### config.mk
export PLATFORM = sky130hd
export DESIGN_NAME = alu_share_ctrl
export DESIGN_NICKNAME = d
export VERILOG_FILES = /design/src/rtl/alu_share_ctrl.sv
export SDC_FILE = /design/constraint.sdc
export NUM_CORES = 1
export LEC_CHECK = 0
export CAP_MARGIN = 30
export CORE_ASPECT_RATIO = 0.7
export CORE_UTILIZATION = 44
export DETAILED_ROUTE_END_ITERATION = 16
export PLACE_DENSITY = 0.83
export SETUP_SLACK_MARGIN = 0.05
export SLEW_MARGIN = 20
export SYNTH_ARGS = -nofsm -noshare
export SYNTH_HDL_FRONTEND = slang
export SYNTH_SLANG_ARGS = --single-unit
export TNS_END_PERCENT = 1
### constraint.sdc
create_clock -name clk -period 5.5 [get_ports clk]
set_clock_uncertainty 0.15 [all_clocks]
set_input_delay 0.825 -clock clk [delete_from_list [all_inputs] [get_ports clk]]
set_output_delay 0.825 -clock clk [all_outputs]
set_load 0.005 [all_outputs]
### src/rtl/alu_share_ctrl.sv
// Two-requester sequencer sharing one ALU: round-robin accept,
// fixed-latency wait, registered response with zero/negative flags.
module alu_share_ctrl #(
  parameter int WIDTH   = 32,
  parameter int LATENCY = 2
) (
  input  logic             clk,
  input  logic             rst_n,
  input  logic             req0_valid,
  output logic             req0_ready,
  input  logic [WIDTH-1:0] req0_a,
  input  logic [WIDTH-1:0] req0_b,
  input  logic [1:0]       req0_op,
  input  logic             req1_valid,
  output logic             req1_ready,
  input  logic [WIDTH-1:0] req1_a,
  input  logic [WIDTH-1:0] req1_b,
  input  logic [1:0]       req1_op,
  output logic [WIDTH-1:0] alu_a,
  output logic [WIDTH-1:0] alu_b,
  output logic [1:0]       alu_op,
  output logic             alu_en,
  input  logic [WIDTH-1:0] alu_result,
  output logic             rsp_valid,
  input  logic             rsp_ready,
  output logic             rsp_id,
  output logic [WIDTH-1:0] rsp_result,
  output logic             rsp_zero,
  output logic             rsp_neg
);

  typedef enum logic [1:0] {
    IDLE,
    BUSY,
    HOLD
  } state_t;

  localparam logic [2:0] LAT = 3'(LATENCY);

  state_t     state;
  state_t     state_nx;
  logic       ptr;
  logic       id_q;
  logic [2:0] cnt;
  logic       g0;
  logic       g1;
  logic       accept;
  logic       last;

  // ptr holds the last winner; the other side has priority
  assign g0 = req0_valid && (ptr || !req1_valid);
  assign g1 = req1_valid && (!ptr || !req0_valid);

  assign req0_ready = (state == IDLE) && rst_n && g0;
  assign req1_ready = (state == IDLE) && rst_n && g1;

  assign accept = req0_ready || req1_ready;
  assign last   = (state == BUSY) && (cnt == 3'd1);

  always_comb begin
    state_nx = state;
    unique case (state)
      IDLE:    if (accept) state_nx = BUSY;
      BUSY:    if (last) state_nx = HOLD;
      HOLD:    if (rsp_valid && rsp_ready) state_nx = IDLE;
      default: state_nx = IDLE;
    endcase
  end

  always_ff @(posedge clk or negedge rst_n) begin
    if (!rst_n) begin
      state      <= IDLE;
      ptr        <= 1'b1;
      id_q       <= 1'b0;
      cnt        <= '0;
      alu_a      <= '0;
      alu_b      <= '0;
      alu_op     <= '0;
      alu_en     <= 1'b0;
      rsp_valid  <= 1'b0;
      rsp_id     <= 1'b0;
      rsp_result <= '0;
      rsp_zero   <= 1'b0;
      rsp_neg    <= 1'b0;
    end else begin
      state  <= state_nx;
      alu_en <= accept;
      if (accept) begin
        alu_a  <= req1_ready ? req1_a : req0_a;
        alu_b  <= req1_ready ? req1_b : req0_b;
        alu_op <= req1_ready ? req1_op : req0_op;
        id_q   <= req1_ready;
        ptr    <= req1_ready;
        cnt    <= LAT;
      end
      if (state == BUSY) cnt <= cnt - 3'd1;
      if (last) begin
        rsp_result <= alu_result;
        rsp_zero   <= (alu_result == '0);
        rsp_neg    <= alu_result[WIDTH-1];
        rsp_id     <= id_q;
        rsp_valid  <= 1'b1;
      end
      if (state == HOLD && rsp_valid && rsp_ready) rsp_valid <= 1'b0;
    end
  end

endmodule

After elaboration in Yosys (flattened, before gate mapping):

Index checks and enable logic that the tools add are counted.

* reduce and logical (&&, ||, !) cells: 20
* magnitude comparators: 0
* muxes and demuxes: 11
* shift operators: 0
* multiply operators: 0
* divide/modulo/power cells: 0
* bitwise operators: 0
* add/sub/neg operators: 1
* equal/unequal tests: 6

Operators with widths (number)
* 32-bit 2-to-1 mux: 2
* 32-bit zero test: 1
* 1-bit logical AND: 9
* 2-bit 2-to-1 mux: 4
* 3-bit 2-to-1 mux: 2
* 2-bit inequality test, second input constant: 3
* 2-bit one-hot mux with 3 select lines: 1
* 2-bit nonzero test: 2
* 3-bit by 1-bit equality test with 1-bit output, second input constant: 1
* 1-bit zero test: 3
* 1-bit logical OR: 3
* 3-bit AND reduction: 1
* 3-bit by 1-bit subtractor with 3-bit output, second input constant: 1
* 2-bit by 1-bit equality test with 1-bit output, second input constant: 1
* 2-bit equality test, second input constant: 1
* 2-bit zero test: 1
* 1-bit 2-to-1 mux: 2

* output and inout bits: 105
* input bits: 169
* bits in writable memories: 0
* register bits: 110
* bits in latches: 0
* bits in read-only memories: 0
* memories: 0

Depth between registers and ports, before layout:

* depth in word-level cells: 7
* gate-level depth with buffers: 7

Worst setup path after synthesis:

OpenSTA, ideal clock, no wires.

* path type: input to output
* start point: in rst_n
* end point: out req1_ready
* data required time: 4.525 ns
* path buffers: 3
* stages on the path: 6
* arrival: 1.856 ns
* path slack: 2.669 ns
* path through: or3b_1 -> buf_2 -> or2_1 -> buf_2 -> buf_6 -> inv_1

* cells in the longest elaborated chain, start to end: 2

Ends and longest elaborated chain
* start, declared: RTL line 8 `input logic rst_n,`
* 1-bit logical AND (2 in a row): RTL line 55 `assign req1_ready = (state == IDLE) && rst_n && g1;`
* end, declared: RTL line 15 `output logic req1_ready,`

No other way between the ends.

Worst setup path in the final report:

* start point: in rst_n
* end point: out req0_ready

* cells in the longest elaborated chain, start to end: 2

Ends and longest elaborated chain
* 1-bit logical AND (2 in a row): RTL line 54 `assign req0_ready = (state == IDLE) && rst_n && g0;`
* end, declared: RTL line 10 `output logic req0_ready,`

No other way between the ends.

==> results.py <==
metrics = {
    "job": {
        "cap_violations": 0,
    },
    "global_routing": {
        "grt_pass1_vias": 5649,
        "track_usage_pct": 29.8,
        "grt_pass1_wl_mm": 29.8,
        "grt_max_degree": 101,
        "antenna_found_initial": 0,
        "grt-ovfl-total": 0,
    },
    "detailed_routing": {
        "routedWlPerCell_um": 19.4,
        "drt-total-wl_mm": 19.0,
        "drt_iter0_drc": 489,
        "vias": 5914,
        "drtPass1Iterations": 5,
        "vias_per_cell": 6.03,
        "drcViolationCount": 0,
        "final_antenna_net_count": 0,
    },
    "sta": {
        "min_period_ps": 3650,
        "rsz0062_at_grt": "false",
        "period_share_pct": 66.4,
        "hold_viol_final": 0,
        "worst_slew_pin_slew_ps": 773,
        "drv_slew": 0,
        "worst_slack_ps": 1850,
        "fmax_ghz": 0.274,
        "slew_headroom_pct": 48.5,
        "setup_viol": 0,
        "setup_tns_ps": 0,
    },
    "setup_path": {
        "slowest_delay_ps": 560,
        "r2r_start": "state[1]",
        "regToRegEndpoint": "alu_b[14]",
        "crit_required_ps": 4530,
        "startpoint": "rst_n",
        "cpMostUsedCell": "buf_4",
        "critPathLaunchType": "primary input",
        "critPathMaxFanout": 56,
        "end_kind": "output pin",
        "path_cells": "buf_4, buf_4, nor3b_4, nand3_1, inv_1, clkdlybuf4s50_1",
        "worst_path_max_delay_cell": "buf_4",
        "r2r_cells": 5,
        "r2r_slack_ps": 3070,
        "criticalPathCategory": "primary input to output pin",
        "arrival_ps": 2680,
    },
    "placement": {
        "place_area_um2": 8170,
        "hpwl_mm": 12.7,
        "pre_cts_ws_ps": 1820,
        "gp_congestion": 0.916,
        "dp.cells": 964,
        "io_buffer_count": 273,
    },
    "power": {
        "p_leak_nw": 3.30,
        "powerDensity_nw_per_um2": 497,
        "ir_drop_mv": 0.224,
    },
    "cts": {
        "post_cts_buffers": 0,
        "clock_sinks": 109,
        "cts_buffers": 9,
        "clockBufferDepth": 2,
        "holdBufCountCts": 0,
        "ctsRootBufferMaster": "clkbuf_16",
        "clock_latency_ps": 340,
        "htree_num_levels": 3,
        "cts_tree": "built",
        "ctsResizeCount": 0,
        "clkTransAtPathRegs_ps": 70,
    },
    "final_layout": {
        "layout.nets": 990,
        "drive_above_1_share_pct": 5.10,
        "n_fill_cell": 898,
        "stdcell_count": 981,
        "area_growth_syn_to_layout_pct": 58.2,
        "diodes": 0,
        "postLayoutCellArea_um2": 8500,
    },
    "logic_synthesis": {
        "avgSynthCellArea_um2": 9.02,
        "synthFlopType": "dfrtp_1",
        "synthCells": 596,
        "synth_seq_cells": 109,
        "yosysWarnings": 0,
        "syn-num-nets": 767,
        "synth-async-reset-ratio_pct": 100,
        "synth_edf_count": 0,
        "ys_seq_area_share_pct": 50.8,
        "synth.distinct_cells": 33,
        "netlist_area_um2": 5380,
    },
    "floorplanning": {
        "initial_core_util_pct": 45.5,
        "boundaryPins": 274,
        "die_x_um": 134,
        "fp.dieH_um": 94.5,
        "core_um2": 11800,
        "rows": 33,
        "dieArea_um2": 12700,
    },
    "min_path": {
        "hp-start": "rsp_result[17]",
        "worstHoldEndpoint": "rsp_result[17]",
        "hold_depth": 2,
        "hold_path.class": "flip-flop to flip-flop",
    },
    "status": {
        "outcome": "finished, final reports clean",
    },
}
cells in the final DEF, fill, tap and decap left out, types with 2 or more instances in the layout:
cell / Yosys / final
buf_16: 0 / 3
nor2b_1: 3 / 2
ha_1: 2 / 2
a21o_1: 2 / 2
nand3_1: 2 / 2
dfrtp_1: 108 / 108
inv_1: 6 / 5
nor2_1: 3 / 3
clkinvlp_4: 0 / 2
clkdlybuf4s50_1: 0 / 271
nand2_1: 104 / 104
a31oi_1: 67 / 67
buf_4: 1 / 11
nor4_1: 8 / 8
o31ai_1: 67 / 67
nor3_1: 66 / 66
clkbuf_16: 0 / 9
nand4_1: 68 / 68
clkinv_4: 0 / 2
state kept, by name, indices dropped and copies added, names as in the netlist:
| register | flops |
|---|---|
| rsp_zero | 1 |
| rsp_result | 32 |
| state | 2 |
| cnt | 3 |
| rsp_id | 1 |
| alu_b | 32 |
| alu_op | 2 |
| id_q | 1 |
| alu_a | 32 |
| rsp_valid | 1 |
| ptr | 1 |
| alu_en | 1 |
worst max-delay path: cells and delay by family:
| family | cells | cell delay [ps] |
|---|---|---|
| buffers and inverters | 4 | 1310 |
| and+or+nand+nor | 2 | 510 |
metal layers:
| metal | vias up | GRT usage [%] | share of wire, % |
|---|---|---|---|
| met1 | 2863 | 38.9 | 41 |
| met5 | - | 0 | 0 |
| met2 | 326 | 48.1 | 48 |
| li1 | 2687 | - | - |
| met4 | 0 | 10.7 | 2.6 |
| met3 | 38 | 7.78 | 8.8 |
stage by stage:
| stage | utilization [%] | power [mW] | hold slack [ps] |
|---|---|---|---|
| final | 72.0 | 4.23 | 327 |
| after global routing | 72.0 | 4.49 | 354 |
| after CTS | 71.8 | 4.22 | 331 |
| after detailed placement | 69.2 | 3.54 | 312 |
| after global placement | 68.6 | 3.44 | 303 |
| after floorplan | - | 2.33 | 289 |
area by class of cell:
| cell class | instances | area, µm² | share of cell area (%) |
|---|---|---|---|
| repair buffers | 287 | 2900 | 34.1 |
| flip-flops and latches | 109 | 2730 | 32.1 |
| multi-input cells | 406 | 2350 | 27.6 |
| clock buffers | 9 | 225 | 2.65 |
| well taps | 157 | 196 | 2.31 |
| clock inverters | 7 | 82.6 | 0.971 |
| inverters | 6 | 22.5 | 0.265 |
worst max path at each step:
stage,to,slack (ps),cells past startpoint
after floorplan,req1_ready,2670,6
after global placement,req0_ready,1860,6
after detailed placement,req0_ready,1820,6
after CTS,req0_ready,1820,6
after global routing,req0_ready,1660,6
final,req0_ready,1850,6
power breakdown:
part	leakage [nW]	internal [mW]	switching [mW]
clock network	0.144	0.360	0.308
logic	1.86	1.15	0.926
registers	1.29	1.22	0.266
logic make-up after synthesis:
family	after synthesis	share of synthesized area, %
AOI/OAI and AO/OA	141	18.2
adders and majority gates	2	0.465
and+or+nand+nor	262	24.3
xor gates and xnor gates	1	0.163
DFF	109	50.8
buffers and inverters	81	6.15
synth_stat cells (all sizes together) (2+ instances only):
master / count / area share, %
ha: 2 / 0.47
nor2: 3 / 0.21
nand4: 68 / 7.9
buf: 10 / 1.2
clkbuf: 65 / 4.5
dfrtp: 108 / 50
nor3: 66 / 6.1
o31ai: 67 / 9.4
nor4: 8 / 0.93
nand2: 104 / 7.3
nor2b: 3 / 0.35
a31oi: 67 / 7.8
a21o: 2 / 0.28
nand3: 2 / 0.19
inv: 6 / 0.42
(Power assumes the default switching activity.)
